## config.mk

```make
export PLATFORM = sky130hd
export DESIGN_NAME = exec_sequencer_flat
export DESIGN_NICKNAME = d
export VERILOG_FILES = /design/src/rtl/exec_sequencer_if.sv /design/src/rtl/exec_sequencer.sv /design/src/flat_wrapper.sv
export SDC_FILE = /design/constraint.sdc
export NUM_CORES = 1
export LEC_CHECK = 0
export CAP_MARGIN = 20
export CORE_MARGIN = 4
export CORE_UTILIZATION = 35
export CTS_CLUSTER_DIAMETER = 40
export CTS_CLUSTER_SIZE = 12
export DETAILED_ROUTE_END_ITERATION = 6
export PLACE_DENSITY = 0.69
export REMOVE_ABC_BUFFERS = 1
export SLEW_MARGIN = 20
export SYNTH_ARGS = -nofsm -noshare
export SYNTH_HDL_FRONTEND = slang
export SYNTH_SLANG_ARGS = --single-unit
```

## constraint.sdc

```tcl
create_clock -name clk_i -period 3.1 [get_ports clk_i]
set_input_delay 0.93 -clock clk_i [delete_from_list [all_inputs] [get_ports clk_i]]
set_output_delay 0.93 -clock clk_i [all_outputs]
set_load 0.1 [all_outputs]
```

## src/rtl/exec_sequencer_if.sv

```systemverilog
// rtl/exec_sequencer_if.sv - fetch handshake and LSU bus bundle for exec_sequencer
//
// Purpose: groups the instruction handshake and the LSU request/grant/
// completion signals so the sequencer and its environment share one bundle.
// Signals:
//   instr_valid  fetch -> sequencer, instruction presented
//   instr_ready  sequencer -> fetch, instruction consumed this cycle
//   lsu_req      sequencer -> LSU, memory request
//   lsu_gnt      LSU -> sequencer, request accepted
//   lsu_rvalid   LSU -> sequencer, access complete (load data or store ack)
// Modports: master = sequencer view, slave = fetch/LSU view.
interface exec_sequencer_if;
  logic instr_valid;
  logic instr_ready;
  logic lsu_req;
  logic lsu_gnt;
  logic lsu_rvalid;

  modport master (
    input  instr_valid,
    output instr_ready,
    output lsu_req,
    input  lsu_gnt,
    input  lsu_rvalid
  );

  modport slave (
    output instr_valid,
    input  instr_ready,
    input  lsu_req,
    output lsu_gnt,
    output lsu_rvalid
  );
endinterface

```

## src/rtl/exec_sequencer.sv

```systemverilog
// rtl/exec_sequencer.sv - multi-cycle execution controller (retire/trap sequencing)
//
// Purpose: sequences PC updates, register-file write gating, LSU handshakes
// and traps so that each consumed instruction either retires or traps once.
// Ports:
//   clk_i, rst_i          clock, synchronous active-high reset
//   bus                   fetch handshake + LSU bus (exec_sequencer_if.master)
//   rf_we_i .. illegal_inst_i  decoder outputs, stable until instr_ready
//   branch_taken_i        ALU compare result during branch cycle 0
//   cycle_counter_o       decoder cycle select (1 only in EXEC2)
//   rf_we_o               gated register-file write enable
//   pc_we_o, pc_sel_o     PC update strobe and source (0 +inc, 1 ALU, 2 mtvec, 3 mepc)
//   flush_o               discard prefetch on non-sequential PC write
//   trap_o, trap_cause_o  trap taken and its mcause code
//   mret_o, retire_o      mret executing, instruction retired
module exec_sequencer #(
  parameter int unsigned LSU_TIMEOUT = 255
) (
  input  logic                clk_i,
  input  logic                rst_i,
  exec_sequencer_if.master    bus,
  input  logic                rf_we_i,
  input  logic                jump_inst_i,
  input  logic                branch_inst_i,
  input  logic                lsu_r_en_i,
  input  logic                lsu_w_en_i,
  input  logic                ecall_inst_i,
  input  logic                ebreak_inst_i,
  input  logic                mret_inst_i,
  input  logic                illegal_inst_i,
  input  logic                branch_taken_i,
  output logic                cycle_counter_o,
  output logic                rf_we_o,
  output logic                pc_we_o,
  output logic [1:0]          pc_sel_o,
  output logic                flush_o,
  output logic                trap_o,
  output logic [3:0]          trap_cause_o,
  output logic                mret_o,
  output logic                retire_o
);

  // A zero timeout disables the counter, but it still needs one bit to exist.
  localparam int unsigned CNT_W = (LSU_TIMEOUT > 0) ? $clog2(LSU_TIMEOUT + 1) : 1;
  localparam logic [CNT_W-1:0] TIMEOUT_CNT = CNT_W'(LSU_TIMEOUT);
  localparam bit TIMEOUT_EN = (LSU_TIMEOUT != 0);

  localparam logic [1:0] PC_INC   = 2'd0;
  localparam logic [1:0] PC_ALU   = 2'd1;
  localparam logic [1:0] PC_MTVEC = 2'd2;
  localparam logic [1:0] PC_MEPC  = 2'd3;

  typedef enum logic [1:0] {
    EXEC     = 2'd0,
    EXEC2    = 2'd1,
    MEM_REQ  = 2'd2,
    MEM_WAIT = 2'd3
  } state_e;

  state_e           state_q, state_d;
  logic [CNT_W-1:0] cnt_q, cnt_d;
  logic             timeout_hit;
  logic             instr_ready;
  logic             lsu_req;

  assign timeout_hit     = TIMEOUT_EN && (cnt_q == TIMEOUT_CNT);
  assign bus.instr_ready = instr_ready;
  assign bus.lsu_req     = lsu_req;

  always_ff @(posedge clk_i) begin
    if (rst_i) begin
      state_q <= EXEC;
      cnt_q   <= '0;
    end else begin
      state_q <= state_d;
      cnt_q   <= cnt_d;
    end
  end

  always_comb begin
    state_d         = state_q;
    cnt_d           = cnt_q;
    instr_ready     = 1'b0;
    lsu_req         = 1'b0;
    cycle_counter_o = 1'b0;
    rf_we_o         = 1'b0;
    pc_we_o         = 1'b0;
    pc_sel_o        = PC_INC;
    flush_o         = 1'b0;
    trap_o          = 1'b0;
    trap_cause_o    = 4'd0;
    mret_o          = 1'b0;
    retire_o        = 1'b0;

    // Every output stays low during reset, so the whole decode is skipped.
    if (!rst_i) begin
      case (state_q)
        EXEC: begin
          if (bus.instr_valid) begin
            if (illegal_inst_i || ecall_inst_i || ebreak_inst_i) begin
              trap_o       = 1'b1;
              pc_we_o      = 1'b1;
              pc_sel_o     = PC_MTVEC;
              flush_o      = 1'b1;
              instr_ready  = 1'b1;
              trap_cause_o = illegal_inst_i ? 4'd2 : (ecall_inst_i ? 4'd11 : 4'd3);
            end else if (mret_inst_i) begin
              mret_o      = 1'b1;
              pc_we_o     = 1'b1;
              pc_sel_o    = PC_MEPC;
              flush_o     = 1'b1;
              instr_ready = 1'b1;
              retire_o    = 1'b1;
            end else if (jump_inst_i) begin
              // Link register is written now; the PC moves in EXEC2.
              rf_we_o = rf_we_i;
              state_d = EXEC2;
            end else if (branch_inst_i && branch_taken_i) begin
              state_d = EXEC2;
            end else if (lsu_r_en_i || lsu_w_en_i) begin
              state_d = MEM_REQ;
              cnt_d   = '0;
            end else begin
              // Plain instruction or untaken branch.
              rf_we_o     = rf_we_i && !branch_inst_i;
              pc_we_o     = 1'b1;
              instr_ready = 1'b1;
              retire_o    = 1'b1;
            end
          end
        end

        EXEC2: begin
          cycle_counter_o = 1'b1;
          pc_we_o         = 1'b1;
          pc_sel_o        = PC_ALU;
          flush_o         = 1'b1;
          instr_ready     = 1'b1;
          retire_o        = 1'b1;
          state_d         = EXEC;
        end

        MEM_REQ, MEM_WAIT: begin
          // Completion only counts while waiting; it beats a same-cycle timeout.
          if (state_q == MEM_WAIT && bus.lsu_rvalid) begin
            rf_we_o     = rf_we_i && lsu_r_en_i;
            pc_we_o     = 1'b1;
            instr_ready = 1'b1;
            retire_o    = 1'b1;
            state_d     = EXEC;
            cnt_d       = '0;
          end else if (timeout_hit) begin
            trap_o       = 1'b1;
            pc_we_o      = 1'b1;
            pc_sel_o     = PC_MTVEC;
            flush_o      = 1'b1;
            instr_ready  = 1'b1;
            trap_cause_o = lsu_w_en_i ? 4'd7 : 4'd5;
            state_d      = EXEC;
            cnt_d        = '0;
          end else begin
            cnt_d = cnt_q + CNT_W'(1);
            if (state_q == MEM_REQ) begin
              lsu_req = 1'b1;
              if (bus.lsu_gnt) begin
                state_d = MEM_WAIT;
              end
            end
          end
        end

        default: state_d = EXEC;
      endcase
    end
  end

endmodule

```

## src/flat_wrapper.sv

```systemverilog
// flat-port wrapper written by rule: the top's interface ports become plain ports
module exec_sequencer_flat 
#(
  parameter int unsigned LSU_TIMEOUT = 255
)
  (clk_i, rst_i, rf_we_i, jump_inst_i, branch_inst_i, lsu_r_en_i, lsu_w_en_i, ecall_inst_i, ebreak_inst_i, mret_inst_i, illegal_inst_i, branch_taken_i, cycle_counter_o, rf_we_o, pc_we_o, pc_sel_o, flush_o, trap_o, trap_cause_o, mret_o, retire_o, bus_instr_valid, bus_instr_ready, bus_lsu_req, bus_lsu_gnt, bus_lsu_rvalid);
  exec_sequencer_if bus_i ();
  input  logic clk_i;
  input  logic rst_i;
  input  logic rf_we_i;
  input  logic jump_inst_i;
  input  logic branch_inst_i;
  input  logic lsu_r_en_i;
  input  logic lsu_w_en_i;
  input  logic ecall_inst_i;
  input  logic ebreak_inst_i;
  input  logic mret_inst_i;
  input  logic illegal_inst_i;
  input  logic branch_taken_i;
  output logic cycle_counter_o;
  output logic rf_we_o;
  output logic pc_we_o;
  output logic [1:0] pc_sel_o;
  output logic flush_o;
  output logic trap_o;
  output logic [3:0] trap_cause_o;
  output logic mret_o;
  output logic retire_o;
  input wire logic [$bits(bus_i.instr_valid)-1:0] bus_instr_valid;
  output wire logic [$bits(bus_i.instr_ready)-1:0] bus_instr_ready;
  output wire logic [$bits(bus_i.lsu_req)-1:0] bus_lsu_req;
  input wire logic [$bits(bus_i.lsu_gnt)-1:0] bus_lsu_gnt;
  input wire logic [$bits(bus_i.lsu_rvalid)-1:0] bus_lsu_rvalid;
  assign bus_i.instr_valid = bus_instr_valid;
  assign bus_instr_ready = bus_i.instr_ready;
  assign bus_lsu_req = bus_i.lsu_req;
  assign bus_i.lsu_gnt = bus_lsu_gnt;
  assign bus_i.lsu_rvalid = bus_lsu_rvalid;
  exec_sequencer #(.LSU_TIMEOUT(LSU_TIMEOUT)) u_core (.clk_i(clk_i), .rst_i(rst_i), .bus(bus_i), .rf_we_i(rf_we_i), .jump_inst_i(jump_inst_i), .branch_inst_i(branch_inst_i), .lsu_r_en_i(lsu_r_en_i), .lsu_w_en_i(lsu_w_en_i), .ecall_inst_i(ecall_inst_i), .ebreak_inst_i(ebreak_inst_i), .mret_inst_i(mret_inst_i), .illegal_inst_i(illegal_inst_i), .branch_taken_i(branch_taken_i), .cycle_counter_o(cycle_counter_o), .rf_we_o(rf_we_o), .pc_we_o(pc_we_o), .pc_sel_o(pc_sel_o), .flush_o(flush_o), .trap_o(trap_o), .trap_cause_o(trap_cause_o), .mret_o(mret_o), .retire_o(retire_o));
endmodule
```

-- Word level (Yosys, flattened, before mapping)
Cells that the tools add are included.
- register bits: 10
- output and inout port bits: 15
- add/sub/neg operators: 1
- equality and inequality tests: 13
- muxes and demuxes: 81
- reduce and logical (&&, ||, !) cells: 13
- operator list (operator ; number):
    two-way mux 8 bit ; 8
    two-way mux 1 bit ; 40
    two-way mux 2 bit ; 17
    two-way mux 4 bit ; 7
    case mux 8 bit (2 select lines) ; 1
    case mux 2 bit (3 select lines) ; 2
    inequality test 2 bit (second input constant) ; 5
    case mux 1 bit (3 select lines) ; 3
    adder 8 x 1 -> 8 bit (second input constant) ; 1
    equality test 8 bit (second input constant) ; 1
    inequality test 4 x 2 -> 1 bit (second input constant) ; 2
    case mux 4 bit (2 select lines) ; 1
    AND reduction 7 bit ; 1
    AND reduction 6 bit ; 1
    equality test 2 bit (second input constant) ; 2
    logical AND 1 bit ; 4
    inequality test 4 x 1 -> 1 bit (second input constant) ; 1
    case mux 1 bit (2 select lines) ; 2
    logical OR 1 bit ; 3
    equality test 2 x 1 -> 1 bit (second input constant) ; 1
    logical NOT 2 bit ; 1
    inequality test 2 x 1 -> 1 bit (second input constant) ; 1
    nonzero test 2 bit ; 1
    OR reduction 2 bit ; 1
    logical NOT 1 bit ; 1

-- Logic depth before layout (Yosys ltp)
Gate-level depths: netlist of the first run.
- depth in word-level cells: 10
- mapped depth: 6
- mapped depth without buffers: 5

-- Least setup slack after synthesis of the first run
Ideal clock, no wire load.
- path kind: input to output
- from: input port branch_inst_i
- to: output port pc_we_o
- data arrival time: 4.504 ns
- required time: 2.170 ns
- path slack: -2.334 ns
- stages: 4
- cells stage by stage: a2111oi_2 -> o21ai_0 -> a211oi_1 -> buf_4
- word-level cells in the longest chain between the ends: 8
- RTL lines (item ; RTL line ; text):
    start: declaration ; flat_wrapper.sv:12 ; input logic branch_inst_i;
    logical AND 1 bit ; exec_sequencer.sv:118 ; end else if (branch_inst_i && branch_taken_i) begin
    two-way mux 1 bit (5 in a row) ; - ;
    case mux 1 bit (3 select lines) ; - ;
    two-way mux 1 bit ; - ;
    end: declaration ; flat_wrapper.sv:22 ; output logic pc_we_o;
No other way between the ends.

-- Worst setup path in the final report of the first run
- from: input port ecall_inst_i
- to: output port rf_we_o
- word-level cells in the longest chain between the ends: 6
- RTL lines (item ; RTL line ; text):
    start: declaration ; flat_wrapper.sv:15 ; input logic ecall_inst_i;
    logical OR 1 bit (2 in a row) ; exec_sequencer.sv:100 ; if (illegal_inst_i || ecall_inst_i || ebreak_inst_i) begin
    two-way mux 1 bit ; exec_sequencer.sv:100 ;
    two-way mux 1 bit ; exec_sequencer.sv:99 ; if (bus.instr_valid) begin
    case mux 1 bit (2 select lines) ; exec_sequencer.sv:97 ; case (state_q)
    two-way mux 1 bit ; exec_sequencer.sv:96 ; if (!rst_i) begin
    end: declaration ; flat_wrapper.sv:21 ; output logic rf_we_o;
No other way between the ends.

==> out/metrics.cfg, run 1 <==
[synthesis]
syn_avg_cell_area_um2 = 7.67
synth_edf_count = 0
synthCells = 110
synth_top_flop_cell = dfxtp_1
ys_warn_count = 0
async_flop_share_pct = 0
synthesis.area_um2 = 843
synth_seq_cells = 10
yosysSeqAreaShare_pct = 23.7
yosysUniqueCellTypes = 42

[setup_path]
critical_path_class = in -> out
timing.critical_path.depth = 5
crit_slowest_cell = or4_4
critical-path-top-delay-family = simple AND/OR/NAND/NOR gates
cp.arrival_ns = 2.22
start_kind = input pin
critPathCaptureType = output pin
worstPathRequired_ns = 2.17
cp_cell_sequence = buf_8 > or4_4 > o31ai_2 > and3_4 > buf_12
max_stage_delay_ns = 0.57
worst-path-buf-inv = 2
rr_worst_depth = 4
path_max_fanout = 4

[timing]
setup_slack_ns = -0.0515
finalHoldViolations = 0
finalClockSkew_ns = 0.00188
max_freq_mhz = 317
finalCritPeriodShare_pct = 102
tightest_slew_ns = 0.439
rsz0062_at_grt = true
relSlewSlack_pct = 70.7
period_needed_ns = 3.15
slew_violations = 0
finalSetupViolCount = 2

[cells_and_area]
area_growth_syn_to_layout_pct = 91.4
stdcell_area_um2 = 1610
n_antenna_cell = 0
final_common_cell = buf_4
layout-drive-gt1-share_pct = 52.7
nNetsFinal = 183
layout_common_cells = 28 x buf_4, 15 x buf_12, 10 x dfxtp_1, 9 x a21oi_1, 9 x nor2_1
final-instance-count-excl-fill = 193

[power_and_ir_drop]
fin_total_pwr_w = 0.000762
p_leak_nw = 0.634
p_per_area_nw_per_um2 = 472
peakVddDrop_mv = 0.365

[drt]
drtIter0Drc = 26
ant_nets = 0
drcViolationCount = 0
routed_via_density = 5.76
finalWirelength_mm = 3.31
firstDrtPassIters = 4
wl_per_cell_um = 17.2
vias = 1112

[job]
cap_violations = 0

[status]
status = finished with violations
violations = negative setup slack

[placement]
dp_hpwl_mm = 2.21
dpl.cell_count = 181
placed_area_um2 = 1420
place.gp.congestion = 0.829
portBuffers = 29

[clock_network]
cts_root_buf = clkbuf_4
clk_path_buf_depth = 2
clock_latency_ns = 0.26
clk_pin_slew_ns = 0.06
cts_hold_buf = 0
cts.sinks = 10
numCtsBuffers = 3
cts_tree = built
h-tree-depth = 1

[min_path]
hold_path.class = reg -> reg
holdPathStages = 1

[die]
die_h_um = 57.1
initial_core_util_pct = 37.4
rows = 17
io_pins = 30
core-area_um2 = 2250
dieArea_um2 = 3260
die_w_um = 57.1

[global_routing]
grt_pass1_vias = 1111
grt_pass1_wl_mm = 5.18
globalRouteOverflowTotal = 0
grt.total_usage_pct = 20.4
grt_max_degree = 13
antenna_found_initial = 0

state kept, by name, indices dropped and copies added, names as in the netlist:
register	count
u_core.cnt_q	8
u_core.state_q	2
final cells by class:
cell class                 instances  area [µm²]
fill                             174         641
sequential                        10         200
inverter                           5        18.8
tap                               28        35.0
multi-input combinational         88         671
clock buffer                       3        22.5
timing repair buffer              59         667
stage by stage:
step | util [%] | worst slack (ns) | setup TNS, ns | hold WS, ns
floorplan | - | -3.82 | -19.52 | 0.432
global placement | 63.0 | -0.579 | -4.78 | 0.460
detailed placement | 63.0 | -0.689 | -5.19 | 0.473
CTS | 69.3 | -0.00425 | -0.00425 | 0.479
global route | 71.6 | -0.0710 | -0.228 | 0.510
finish | 71.6 | -0.0515 | -0.0637 | 0.488
where the power goes:
part / total (W) / switching, W / internal, W
registers: 0.000156 / 0.0000204 / 0.000136
clock network: 0.0000875 / 0.0000427 / 0.0000448
logic: 0.000518 / 0.000318 / 0.000200
per-layer routing:
| metal | routed length, µm | vias up | global-route usage [%] |
|---|---|---|---|
| li1 | - | 531 | - |
| met1 | 1310 | 529 | 21.0 |
| met2 | 1740 | 42 | 37.7 |
| met3 | 173 | 10 | 3.85 |
| met4 | 89 | 0 | 11.9 |
| met5 | 0 | - | 0 |
synth_stat cells (2+ instances only):
cell type	number	area, µm²
a211oi_1	5	37.5
o31ai_1	2	15.0
a41oi_1	2	17.5
clkbuf_1	2	7.51
nor2b_1	2	12.5
nor4b_1	2	17.5
nand4_1	2	12.5
o21ai_0	6	30.0
inv_1	5	18.8
nor2_1	12	45.0
and3_1	3	18.8
a21oi_1	13	65.1
nand3_1	4	20.0
nor3_1	8	40.0
dfxtp_1	10	200
nand2_1	6	22.5
worst paths after layout:
check	startpoint	end	slack (ns)
setup / recovery	ecall_inst_i	rf_we_o	-0.05
hold / removal	u_core.cnt_q[7]	u_core.cnt_q[7]	0.49
setup reg to reg	u_core.state_q[0]	u_core.cnt_q[6]	1.42
hold reg to reg	u_core.cnt_q[7]	u_core.cnt_q[7]	0.49
timing repair:
item                       4_1_cts  5_1_grt
setup endpoints to repair       13        9
resized for setup               66       13
pin swaps                       13        6
buffers inserted                 6        3
gates cloned                     0        0
cell families after synthesis:
| family | share of synthesized area, % |
|---|---|
| mux | 1.19 |
| flops | 23.7 |
| simple gates | 28.8 |
| compound gates | 35.9 |
| fa+ha+maj | 1.48 |
| buf+inv | 8.90 |
Note: power is estimated with default switching activity, not from simulation.
==> inputs of run 2 (changes only) <==
--- a/config.mk
+++ b/config.mk
@@ -13,7 +13,7 @@
 export DETAILED_ROUTE_END_ITERATION = 6
 export PLACE_DENSITY = 0.69
 export REMOVE_ABC_BUFFERS = 1
-export SLEW_MARGIN = 20
 export SYNTH_ARGS = -nofsm -noshare
 export SYNTH_HDL_FRONTEND = slang
 export SYNTH_SLANG_ARGS = --single-unit
+export TNS_END_PERCENT = 100
==> results of run 2 <==
Same layout as run 1: the final DEF is identical, and so are final timing and power.
==> inputs of run 3 (changes only) <==
--- a/config.mk
+++ b/config.mk
@@ -11,7 +11,8 @@
 export CTS_CLUSTER_DIAMETER = 40
 export CTS_CLUSTER_SIZE = 12
 export DETAILED_ROUTE_END_ITERATION = 6
-export PLACE_DENSITY = 0.69
+export GPL_TIMING_DRIVEN = 0
+export PLACE_DENSITY_LB_ADDON = 0.2
 export REMOVE_ABC_BUFFERS = 1
 export SYNTH_ARGS = -nofsm -noshare
 export SYNTH_HDL_FRONTEND = slang
==> constraint.sdc (replaced) <==
create_clock -name clk_i -period 3.05 [get_ports clk_i]
set_input_delay 0.915 -clock clk_i [delete_from_list [all_inputs] [get_ports clk_i]]
set_output_delay 0.915 -clock clk_i [all_outputs]
set_load 0.1 [all_outputs]
==> out/metrics.cfg, run 3 (synthesized netlist as in run 1, its figures left out) <==
[timing]
finalClockSkew_ns = 0.00260
setup_slack_ns = -0.0376
hold_ws_ns = 0.489
max_freq_mhz = 324
slew_violations = 0
finalSetupViolCount = 3
relSlewSlack_pct = 63.8
finalHoldViolations = 0
tightest_slew_ns = 0.546
rsz0062_at_grt = true
period_needed_ns = 3.09
finalCritPeriodShare_pct = 101

[clock_network]
cts_root_buf = clkbuf_4
cts_tree = built
h-tree-depth = 1
cts_hold_buf = 0
clk_pin_slew_ns = 0.06
clock_latency_ns = 0.26
clk_path_buf_depth = 2
numCtsBuffers = 3
cts.sinks = 10

[job]
cap_violations = 0

[setup_path]
r2r-start = u_core.state_q[0]
rrSetupSlack_ns = 1.35
rr_worst_depth = 4
max_stage_delay_ns = 0.56
worstPathRequired_ns = 2.13
critical_path_class = in -> out
cp_cell_sequence = buf_8 > or4_4 > a21o_4 > a21oi_2 > nor2_1 > buf_6
timing.critical_path.from = ebreak_inst_i
critPathCapture = flush_o
path_max_fanout = 4
critPathCaptureType = output pin
crit_slowest_cell = or4_4
critical-path-top-delay-family = simple AND/OR/NAND/NOR gates
worst-path-buf-inv = 2
timing.critical_path.depth = 6
start_kind = input pin
reg2reg_to = u_core.cnt_q[6]
cp.arrival_ns = 2.17

[status]
status = finished with violations
violations = negative setup slack

[global_routing]
antenna_found_initial = 0
globalRouteOverflowTotal = 0
grt_max_degree = 23
grt_pass1_vias = 998
grt.total_usage_pct = 16.9
grt_pass1_wl_mm = 4.46

[drt]
drcViolationCount = 0
firstDrtPassIters = 4
ant_nets = 0
finalWirelength_mm = 2.60
vias = 961
drtIter0Drc = 16
routed_via_density = 5.62
wl_per_cell_um = 15.2

[die]
initial_core_util_pct = 37.4
rows = 17
dieArea_um2 = 3260
die_h_um = 57.1
io_pins = 30
core-area_um2 = 2250
die_w_um = 57.1

[cells_and_area]
top_regs = u_core.cnt_q: 8 flops, u_core.state_q: 2 flops
regMostFlops = u_core.cnt_q
largest_register_ffs = 8
layout-drive-gt1-share_pct = 42.7
layout_common_cells = 11 x nor2_1, 11 x a21oi_1, 10 x buf_6, 10 x buf_4, 10 x dfxtp_1
area_growth_syn_to_layout_pct = 56.1
n_antenna_cell = 0
nNetsFinal = 161

[power_and_ir_drop]
p_leak_nw = 0.493
p_switching_w = 0.000360
p_int_w = 0.000316
pwr-share-clk_pct = 13.0
peakVddDrop_mv = 0.338
p_per_area_nw_per_um2 = 514
combPwrFrac_pct = 63.0
p_seq_share_pct = 24.0
fin_total_pwr_w = 0.000676
p_sw_share_pct = 53.2

[placement]
portBuffers = 29
place.gp.congestion = 0.767
dp_hpwl_mm = 1.82

[min_path]
hold_path.class = reg -> reg

## run 3: cell count changes in the layout (fill, tap and decap cells not counted), sizes merged
cell,before,now
dlygate4sd2,1,0
clkdlybuf4s15,2,4
clkbuf,4,6
buf,53,28
## run 3: worst reg2reg max path: stages (launching register included)
cell and delay (ns):
dfxtp_1 0.64, o21ba_2 0.24, a41oi_2 0.41, inv_1 0.08, a311oi_1 0.25
## run 3: cell type report
cell class | instances | area (µm²)
multi-input combinational | 88 | 658
fill | 211 | 938
sequential | 10 | 200
inverter | 5 | 18.8
clock buffer | 3 | 22.5
timing repair buffer | 37 | 382
tap | 28 | 35.0
## run 3: metrics by stage
| step | setup slack, ns | std cells | util [%] | TNS (ns) | instance area, µm² |
|---|---|---|---|---|---|
| final | -0.0376 | 171 | 58.4 | -0.0797 | 1320 |
| after floorplan | -3.84 | 103 | - | -19.82 | 787 |
| after global routing | -0.111 | 171 | 58.4 | -0.407 | 1320 |
| after global placement | -1.52 | 160 | 49.3 | -19.56 | 1110 |
| after CTS | -0.0352 | 170 | 55.9 | -0.0693 | 1260 |
| after detailed placement | -1.57 | 160 | 49.3 | -19.76 | 1110 |
## run 3: worst min path at each step
stage                      end  depth (start not counted)             from  slack [ns]
4_1_cts        u_core.cnt_q[7]                          1  u_core.cnt_q[7]        0.49
6_report       u_core.cnt_q[7]                          1  u_core.cnt_q[7]        0.49
2_1_floorplan  u_core.cnt_q[7]                          1  u_core.cnt_q[7]        0.43
3_3_place_gp   u_core.cnt_q[7]                          1  u_core.cnt_q[7]        0.47
5_1_grt        u_core.cnt_q[7]                          1  u_core.cnt_q[7]        0.52
3_5_place_dp   u_core.cnt_q[7]                          1  u_core.cnt_q[7]        0.48
## run 3: repair_timing
item | 4_1_cts | 5_1_grt
buffers inserted | 7 | 1
resized for setup | 176 | 13
setup endpoints to repair | 15 | 10
pin swaps | 12 | 4
gates cloned | 0 | 0
## run 3: layer usage
metal,GRT usage [%],vias to the layer above,share of wire [%]
li1,-,485,-
met1,20.8,456,44
met2,28.9,20,52
met3,5.66,0,3.5
met4,2.98,0,0
met5,0,-,0
## run 3: power by group through the flow
stage                     Combinational [W]  Clock [W]  Sequential, W
final                              0.000426  0.0000879       0.000162
after global routing               0.000451   0.000102       0.000164
after CTS                          0.000412  0.0000902       0.000161
after detailed placement           0.000381          0       0.000161
after global placement             0.000379          0       0.000161
after floorplan                    0.000289          0       0.000155
